**src/rtl/number_accumulator.sv**
```systemverilog
// number_accumulator
//   Sums the masked-word stream into blocks of up to COUNT words and presents
//   each block's sum and word count on a registered valid/ready output.
//
// Ports:
//   clk        in   clock, all state updates on the rising edge
//   rst_n      in   synchronous active-low reset
//   in_valid   in   input word present
//   in_ready   out  block can accept a word this cycle
//   in_data    in   input word (unsigned, DATA_WIDTH)
//   in_last    in   closes the block early (qualified by in_valid & in_ready)
//   out_valid  out  out_sum/out_count hold a completed block
//   out_ready  in   downstream accepts the block
//   out_sum    out  sum of the block's words (OUT_WIDTH)
//   out_count  out  number of words in the block, 1..COUNT (CNT_WIDTH)
module number_accumulator #(
  parameter int DATA_WIDTH = 16,
  parameter int COUNT      = 4,
  parameter int CNT_WIDTH  = $clog2(COUNT + 1),
  parameter int OUT_WIDTH  = DATA_WIDTH + $clog2(COUNT)
) (
  input  logic                  clk,
  input  logic                  rst_n,
  input  logic                  in_valid,
  output logic                  in_ready,
  input  logic [DATA_WIDTH-1:0] in_data,
  input  logic                  in_last,
  output logic                  out_valid,
  input  logic                  out_ready,
  output logic [OUT_WIDTH-1:0]  out_sum,
  output logic [CNT_WIDTH-1:0]  out_count
);

  typedef enum logic {
    ACCUM = 1'b0,
    HOLD  = 1'b1
  } state_t;

  state_t                 state_q, state_d;
  logic [OUT_WIDTH-1:0]   acc_q, acc_d;
  logic [CNT_WIDTH-1:0]   cnt_q, cnt_d;
  logic                   out_valid_q, out_valid_d;
  logic [OUT_WIDTH-1:0]   out_sum_q, out_sum_d;
  logic [CNT_WIDTH-1:0]   out_count_q, out_count_d;

  logic                   accept;
  logic [OUT_WIDTH-1:0]   sum_next;
  logic [CNT_WIDTH-1:0]   cnt_inc;
  logic                   block_done;

  // Ready depends only on reset and state, never on in_valid.
  assign in_ready = rst_n & (state_q == ACCUM);
  assign accept   = in_valid & in_ready;

  // OUT_WIDTH exceeds DATA_WIDTH by clog2(COUNT) >= 1 bits, so the
  // zero-extension is never empty and the sum cannot overflow.
  assign sum_next   = acc_q + {{(OUT_WIDTH - DATA_WIDTH){1'b0}}, in_data};
  assign cnt_inc    = cnt_q + CNT_WIDTH'(1);
  assign block_done = (cnt_inc == CNT_WIDTH'(COUNT)) | in_last;

  always_comb begin
    state_d     = state_q;
    acc_d       = acc_q;
    cnt_d       = cnt_q;
    out_valid_d = out_valid_q;
    out_sum_d   = out_sum_q;
    out_count_d = out_count_q;

    unique case (state_q)
      ACCUM: begin
        if (accept) begin
          if (block_done) begin
            out_sum_d   = sum_next;
            out_count_d = cnt_inc;
            out_valid_d = 1'b1;
            acc_d       = '0;
            cnt_d       = '0;
            state_d     = HOLD;
          end else begin
            acc_d = sum_next;
            cnt_d = cnt_inc;
          end
        end
      end
      HOLD: begin
        // Result stays frozen until downstream takes it; sum/count keep
        // their values afterwards (don't-care while out_valid is low).
        if (out_ready) begin
          out_valid_d = 1'b0;
          state_d     = ACCUM;
        end
      end
      default: state_d = ACCUM;
    endcase
  end

  always_ff @(posedge clk) begin
    if (!rst_n) begin
      state_q     <= ACCUM;
      acc_q       <= '0;
      cnt_q       <= '0;
      out_valid_q <= 1'b0;
      out_sum_q   <= '0;
      out_count_q <= '0;
    end else begin
      state_q     <= state_d;
      acc_q       <= acc_d;
      cnt_q       <= cnt_d;
      out_valid_q <= out_valid_d;
      out_sum_q   <= out_sum_d;
      out_count_q <= out_count_d;
    end
  end

  assign out_valid = out_valid_q;
  assign out_sum   = out_sum_q;
  assign out_count = out_count_q;

endmodule

```
**config.mk**
```make
export PLATFORM = sky130hd
export DESIGN_NAME = number_accumulator
export DESIGN_NICKNAME = d
export VERILOG_FILES = /design/src/rtl/number_accumulator.sv
export SDC_FILE = /design/constraint.sdc
export NUM_CORES = 1
export LEC_CHECK = 0
export CAP_MARGIN = 40
export CORE_ASPECT_RATIO = 0.6
export CORE_MARGIN = 4
export CORE_UTILIZATION = 50
export DETAILED_ROUTE_END_ITERATION = 10
export PLACE_DENSITY = 0.76
export SLEW_MARGIN = 20
export SYNTH_ARGS = -nofsm -noshare
export SYNTH_HDL_FRONTEND = slang
export SYNTH_SLANG_ARGS = --single-unit
```
**constraint.sdc**
```tcl
create_clock -name clk -period 3.03 [get_ports clk]
set_input_delay 0.606 -clock clk [delete_from_list [all_inputs] [get_ports clk]]
set_output_delay 0.606 -clock clk [all_outputs]
set_load 0.02 [all_outputs]
```
# Yosys cells after proc, flatten, opt, wreduce, memory -nomap -nowiden
# Cells that the tools add are included.
totals:
  wordCells: 29
  register_bits: 44
  out_inout_bits: 23
op_classes:
  bitwise: 4
  add_sub_neg: 2
  mux: 10
  n_eq_ne: 4
  n_reduce_logical: 3
ops:
  columns: ["op", "count"]
  rows:
  - ["$add A18 B16 Y18", 1]
  - ["$mux W18", 1]
  - ["$mux W1", 6]
  - ["$ne A2 B2 Y1 const B", 3]
  - ["$reduce_and A3 Y1", 2]
  - ["$pmux W1 S2", 2]
  - ["$add A3 B1 Y3 const B", 1]
  - ["$eq A3 B3 Y1 const B", 1]
  - ["$mux W3", 1]
  - ["$and A1 B1 Y1", 2]
  - ["$reduce_and A2 Y1", 1]
  - ["$not A1 Y1", 1]
  - ["$or A1 B1 Y1", 1]

# Longest topological paths before layout
depth:
  ltp_word: 6
  ltp_mapped: 9

# Worst setup path after synthesis
# Ideal clock, no wire load.
synth_path:
  path_kind: "input -> register"
  startpoint: "input port in_data[0]"
  endpoint: "register acc_q[16]"
  path_slack_ns: 0.624
  required_ns: 2.908
  cell_stages: 9
  t_arrival_ns: 2.284
  n_path_buf: 0
  path_cell_list: "ha_1 -> inv_1 -> fa_1 -> nand2b_1 -> a21oi_2 -> o21a_1 -> a2111o_1 -> nor4b_4 -> a311o_1"
synth_between:
  elab_chain_len: 2
synth_lines:
  columns: ["element", "line_no", "rtl"]
  rows:
  - ["start, declared", "26", "input logic [DATA_WIDTH-1:0] in_data,"]
  - ["$add A18 B16 Y18", "57", "assign sum_next = acc_q + {{(OUT_WIDTH - DATA_WIDTH){1'b0}}, in_data};"]
  - ["$mux W18", "72", "if (block_done) begin"]
  - ["end signal, assigned", "100", "acc_q <= '0;"]
  - ["end signal, assigned", "107", "acc_q <= acc_d;"]
  - ["end, declared", "40", "logic [OUT_WIDTH-1:0] acc_q, acc_d;"]
# Every way passes these cells.
# A chain may end at the register's enable or synchronous reset.

# Final worst setup path
# Ends and elaborated chain as after synthesis.

==> impl_metrics.py <==
metrics = {
    "run_status": {
        "status": "finished, final reports clean",
    },
    "setup_path": {
        "path_class": "in -> reg",
        "required_ns": 3.21,
        "cp_cell_sequence": "clkdlybuf4s50_1, ha_1, inv_1, fa_1, nand2b_1, a21oi_2, o21a_1, a2111o_1, nor4b_4, a311o_1",
        "critPathBufInv": 2,
        "critPathMaxStageDelay_ns": 0.42,
        "crit_fanout": 4,
        "startpoint_type": "input port",
        "cp-end-kind": "register",
        "cp_slowest_cell": "a2111o_1",
        "setup.worst_path.start": "in_data[0]",
        "r2r_start": "acc_q[0]",
        "critPathTopFamily": "compound AO/OA/AOI/OAI gates",
        "cp.arrival_ns": 2.87,
    },
    "detailed_routing": {
        "post_drt_wl_per_cell_um": 14.57,
        "drcViolationCount": 0,
        "routed_wl_um": 5944,
        "first_pass_iters": 4,
        "drtIter0Drc": 111,
        "drtAntennaViolNets": 0,
        "via_per_inst": 5.564,
        "vias": 2270,
    },
    "power": {
        "p_leak_nw": 1.288,
        "ir_drop_uv": 348.9,
        "powerDensity_nw_per_um2": 456.8,
        "power.total_mw": 1.446,
    },
    "synthesis": {
        "syn-num-nets": 338,
        "synthDistinctLibCells": 56,
        "yosys_warnings": 0,
        "synth.most_common_cell": "nand2_1",
        "yosys-top-cells-count": "nand2_1 (45), dfxtp_1 (44), ha_1 (18), nand3_1 (18), a21oi_1 (17)",
        "seq_area_frac_synth": 0.3470,
        "netlist_area_um2": 2539,
        "yosys.area.top_type_share": 0.3470,
        "synth_area_leaders": "dfxtp_1 (35%), ha_1 (8.9%), nand2_1 (6.7%)",
        "avgSynthCellArea_um2": 8.519,
        "yosys_most_used_dff": "dfxtp_1",
        "yosys.area.top_type": "dfxtp_1",
        "synth_seq_cells": 44,
        "synth-edff-count": 0,
        "synthArstFlopShare": 0,
        "syn_inst": 298,
    },
    "global_routing": {
        "grt_antenna_before_repair": 0,
        "grt_first_pass_wirelength_um": 10270,
        "grt_max_degree": 43,
        "overflow": 0,
        "grt_pass1_vias": 2201,
        "grt_usage": 0.1983,
    },
    "sta": {
        "period_share": 0.8863,
        "period_minus_slack_ns": 2.685,
        "rsz0062_at_grt": "no",
        "setup_viol": 0,
        "timing.hold.ws_ns": 0.4565,
        "finalHoldViolations": 0,
        "final.setup.tns_ns": 0,
        "drv_slew": 0,
        "finClkSkew_ns": 0.01133,
        "max_slew_margin": 0.4812,
        "clock.fmax_mhz": 372.4,
        "max_slew.worst_pin.slew_ns": 0.7730,
        "fin_ws_ns": 0.3445,
    },
    "placed_design": {
        "pre_cts_ws_ns": 0.06929,
        "hpwlAfterDp_um": 4565,
        "dp.cells": 400,
        "place_area_um2": 3039,
        "io_buffers": 43,
        "place_congestion": 0.8908,
    },
    "finish": {
        "areaGrowthSynthToFinish_pct": 24.69,
        "nets": 384,
        "regArea_um2": 880.8,
        "layoutNonFillerInstCount": 408,
        "fin_area_um2": 3166,
        "final_core_util": 0.6691,
        "fillCellCount": 417,
        "multi_input_area_um2": 1548,
        "final_layout_size_suffix_gt1_frac": 0.08696,
        "diodes": 0,
    },
    "floorplan": {
        "die_height_um": 63.20,
        "die_width_um": 99.99,
        "initial_core_util": 0.5366,
        "rows": 19,
        "io_pins": 44,
        "dieArea_um2": 6319,
        "core_area_um2": 4731,
    },
    "cts": {
        "numClockSinks": 44,
        "holdBufCountCts": 0,
        "insertion_delay_ns": 0.30,
        "cts_buffer_depth": 2,
        "cts_tree": "done",
        "post-cts-setup-buffers": 0,
        "cts-resized-gates": 0,
        "clkTransAtPathRegs_ns": 0.08,
        "cts_max_level": 2,
        "ctsRootBufferMaster": "clkbuf_8",
        "numCtsBuffers": 5,
    },
    "worst_hold_path": {
        "hp-class": "reg -> reg",
        "hp-start": "out_sum[6]",
    },
    "run": {
        "maxCapViolCount": 0,
    },
}
cell type report:
type,instances,share of cell area
repair buffers,54,0.1621
inverters,5,0.005929
clock inverters,1,0.009486
clock buffers,7,0.03043
well taps,63,0.02490
multi-input cells,234,0.4889
flip-flops and latches,44,0.2783
worst min-delay path: cells and delay by family (launching register included):
family / cells / cell delay (ns)
AO/OA/AOI/OAI: 1 / 0.05
AND/OR/NAND/NOR: 1 / 0.05
flip-flops: 1 / 0.31
layout by cell type, fill, tap and decap left out, types with 2 or more instances in the layout:
| cell type | instances |
|---|---|
| a22oi_1 | 4 |
| a21o_1 | 3 |
| nand2_1 | 45 |
| and3_1 | 4 |
| and2_1 | 4 |
| nand3_1 | 18 |
| o211a_1 | 2 |
| a21boi_1 | 4 |
| a21oi_1 | 17 |
| nor4_1 | 2 |
| a31oi_1 | 5 |
| dfxtp_1 | 44 |
| o21a_1 | 5 |
| buf_4 | 11 |
| clkbuf_8 | 7 |
| nor2_1 | 14 |
| o211ai_1 | 4 |
| a311o_1 | 2 |
| xor2_1 | 2 |
| a21boi_0 | 8 |
| a21oi_2 | 2 |
| o21ai_0 | 14 |
| nor3b_1 | 2 |
| xnor2_1 | 11 |
| inv_1 | 5 |
| nor2b_1 | 5 |
| clkdlybuf4s50_1 | 43 |
| nand2b_1 | 5 |
| ha_1 | 18 |
| nor3_1 | 3 |
| o21ai_1 | 5 |
| a32o_1 | 3 |
| a22o_1 | 3 |
final timing paths:
| check | endpoint | slack (ns) | cells past startpoint |
|---|---|---|---|
| worst max register to register | acc_q[16] | 0.76 | 9 |
| worst max-delay path | acc_q[16] | 0.34 | 10 |
| worst min-delay path | out_sum[6] | 0.46 | 2 |
| worst min register to register | out_sum[6] | 0.46 | 2 |
power by group:
group	total, mW	internal, mW	leakage, nW	switching [mW]
combinational	0.327	0.149	0.865	0.179
sequential	0.623	0.607	0.358	0.0155
clock	0.496	0.291	0.0645	0.205
total	1.45	1.05	1.29	0.399
registers in the layout, summed over array words and instances, names as in the netlist:
signal	flops
out_valid	1
out_count	3
acc_q	18
out_sum	18
state_q	1
cnt_q	3
per-layer routing:
layer  vias to the layer above  GRT usage  routed length, um
li1                       1166          -                  -
met1                      1033     0.2945               3139
met2                        66     0.2766               2320
met3                         5    0.05733                442
met4                         0    0.05210                 42
met5                         -          0                  0
kinds of logic after synthesis:
logic type                 Yosys count  synth area share
buffers and inverters               20           0.04337
adders and majority gates           19           0.09660
xor gates and xnor gates            13           0.04485
DFF                                 44            0.3470
AOI/OAI and AO/OA                   91            0.2519
and+or+nand+nor                    111            0.2164
(Power assumes the default switching activity.)
==> edit: new RTL, same flow settings <==
Change the parameter `COUNT` from 4 to 8.
--- a/src/rtl/number_accumulator.sv
+++ b/src/rtl/number_accumulator.sv
@@ -15,7 +15,7 @@
 //   out_count  out  number of words in the block, 1..COUNT (CNT_WIDTH)
 module number_accumulator #(
   parameter int DATA_WIDTH = 16,
-  parameter int COUNT      = 4,
+  parameter int COUNT      = 8,
   parameter int CNT_WIDTH  = $clog2(COUNT + 1),
   parameter int OUT_WIDTH  = DATA_WIDTH + $clog2(COUNT)
 ) (
Ports: changed (resized out_count and out_sum); port bits go from 44 to 46. No check against the original RTL was run, so the function may have changed too.
==> edit against the original RTL <==
  * Design area up 4.5%
  * Setup slack got worse by 0.061 ns
  * Sequential cell count increased by 4
  * Clock skew is essentially flat
  * Total power grew 3.8%
  * Die area is 3.0% higher
  * Sequential share of layout area increased by 1.2 points
  * Synthesized area increased by 3.3%
  * Routed wire length up 7.4%
  * Via count increased by 2.9%
  * Highest routed layer unchanged
==> edit: results (changes against the original RTL) <==
Outcome
  • Outcome: finished, final reports clean

CTS
  • Clock transition time at the flip-flop clock pins of the worst setup and hold paths: 0.10 ns (+0.02 ns)
  • Number of buffers between clock root and the deepest sink: 2 (unchanged)
  • Depth of the CTS H-tree: 2 (unchanged)
  • TritonCTS Buffers: 5 (unchanged)
  • Number of buffers added for setup after CTS: 0 (unchanged)
  • Buffer cell driving the clock tree root: sky130_fd_sc_hd__clkbuf_8
  • Post-cts gate resize count: 0 (unchanged)
  • Clock insertion delay at the later pin of the skew report: 0.30 ns (about the same)

Place
  • Setup Slack @ Placement: -0.04047 ns (-0.1098 ns)
  • RePlAce Congestion: 0.8460 (-5.0%)
  • Half-perimeter wire length of the detailed placement result: 4652 um (+1.9%)
  • Number of I/O port buffers: 45 (+4.7%)

Routing
  • Routed vias/inst: 5.586 (+0.40%)
  • Top layer in use: met4
  • Routed length on met2: 2594 um (+12%)
  • First-iteration detailed-routing DRC count: 144 (+30%)
  • Total wirelength of the detailed-routed design: 6386 um (+7.4%)
  • Length of routed met3 wiring: 531 um (+20%)
  • Count of TritonRoute iterations in the first routing pass: 4 (unchanged)
  • Wire length on met1: 3229 um (+2.9%)

Global routing
  • Wire length of the first global-routing pass: 10620 um (+3.4%)
  • GRT Resource Usage Total: 20.51% (+0.69 points)
  • Initial antenna violation count: 0 (unchanged)
  • Largest net degree at the start of global routing: 44 (+2.3%)
  • Vias in the first global route: 2164 (-1.7%)

Yosys
  • Syn nets: 341 (+0.89%)
  • Most frequently used flop master after synthesis: sky130_fd_sc_hd__dfxtp_1
  • Most common library cells after synthesis: 48 x sky130_fd_sc_hd__dfxtp_1, 45 x sky130_fd_sc_hd__nand2_1, 19 x sky130_fd_sc_hd__nand3_1
  • Number of warnings issued by yosys: 0 (unchanged)
  • Sequential area share after synthesis: 36.64% (+1.9 points)
  • Biggest area contributors in the synthesized netlist: sky130_fd_sc_hd__dfxtp_1 37%, sky130_fd_sc_hd__ha_1 8.1%, sky130_fd_sc_hd__nand2_1 6.4%
  • Number of different library cells in the post-synthesis netlist: 48 (-14%)
  • Share of synthesized registers carrying an async set or reset: 0% (unchanged)

Finish
  • Count of filler cells inserted in the layout: 436 (+4.6%)
  • Nets@finish: 390 (+1.6%)
  • Antenna Cells: 0 (unchanged)
  • Fraction of layout cells with a size suffix above 1: 8.523% (-0.17 points)

Timing
  • Post-Route Skew: 0.01097 ns (-0.0003593 ns)
  • Slew at the pin closest to its max-slew limit: 0.3996 ns (-0.3734 ns)
  • Clock period minus worst slack: 2.746 ns (+0.06082 ns)

Power and ir drop
  • Maximum VDD drop: 0.2221 mV (-36%)
  • Leakage Power: 1.361 nW (+5.7%)

Critical path
  • Critical path fanouts, max: 4 (unchanged)
  • Worst EP arrival: 3.00 ns (+0.13 ns)
  • Number of cells on the worst reg-to-reg path: 10 (+1)

Worst hold path
  • WHS Path Cells: 2 (unchanged)
  • Worst min path class: flip-flop to flip-flop
edit: report_power, final:
| part | internal (mW) | switching, mW |
|---|---|---|
| Sequential | 0.660 | 0.0171 |
| Combinational | 0.149 | 0.178 |
| Clock | 0.270 | 0.226 |
| Total | 1.08 | 0.421 |
edit: cell type report:
type / count / area (um^2) / share of cell area, %
clock buffer: 6 / 82.58 / 2.497
tap: 66 / 82.58 / 2.497
sequential: 48 / 960.9 / 29.06
timing repair buffer: 57 / 540.5 / 16.35
clock inverter: 2 / 38.79 / 1.173
multi-input combinational: 232 / 1575 / 47.64
inverter: 7 / 26.28 / 0.7946
edit: cell families (layout without fill, tap and decap cells):
family | after synthesis | in the layout | synth area share [%]
AO/OA/AOI/OAI | 88 | 88 | 25.10
buffers and inverters | 22 | 72 | 3.292
XOR/XNOR | 19 | 19 | 6.345
AND/OR/NAND/NOR | 107 | 107 | 19.75
flip-flops | 48 | 48 | 36.64
adder cells (fa/ha/maj) | 18 | 18 | 8.874
edit: routing by layer:
layer / vias to the layer above / GRT usage (%)
li1: 1176 / -
met1: 1074 / 30.68
met2: 81 / 29.72
met3: 4 / 5.016
met4: 0 / 4.146
met5: - / 0
edit: worst max-delay path: stages:
cell and delay (ns):
sky130_fd_sc_hd__clkdlybuf4s50_1 0.46, sky130_fd_sc_hd__ha_1 0.18, sky130_fd_sc_hd__inv_1 0.06, sky130_fd_sc_hd__fa_1 0.43, sky130_fd_sc_hd__nor2b_4 0.15, sky130_fd_sc_hd__o211ai_2 0.10
sky130_fd_sc_hd__nand2_2 0.11, sky130_fd_sc_hd__a311o_4 0.25, sky130_fd_sc_hd__a31oi_4 0.11, sky130_fd_sc_hd__or4_1 0.47, sky130_fd_sc_hd__nand3_1 0.09
edit: final timing paths:
| check | slack (ns) | start | endpoint |
|---|---|---|---|
| setup / recovery | 0.28 | in_data[0] | acc_q[18] |
| hold / removal | 0.46 | out_sum[13] | out_sum[13] |
| setup reg to reg | 0.71 | acc_q[0] | acc_q[18] |
| hold reg to reg | 0.46 | out_sum[13] | out_sum[13] |
edit: per-stage QoR:
stage                     hold WS (ns)   TNS [ns]  cells  instance area (um^2)
after global routing            0.4923          0    418                  3307
after detailed placement        0.4462   -0.04047    410                  3186
final                           0.4589          0    418                  3307
after floorplan                 0.4447          0    302                  2623
after CTS                       0.4608          0    418                  3307
after global placement          0.4433  -0.004586    409                  3178
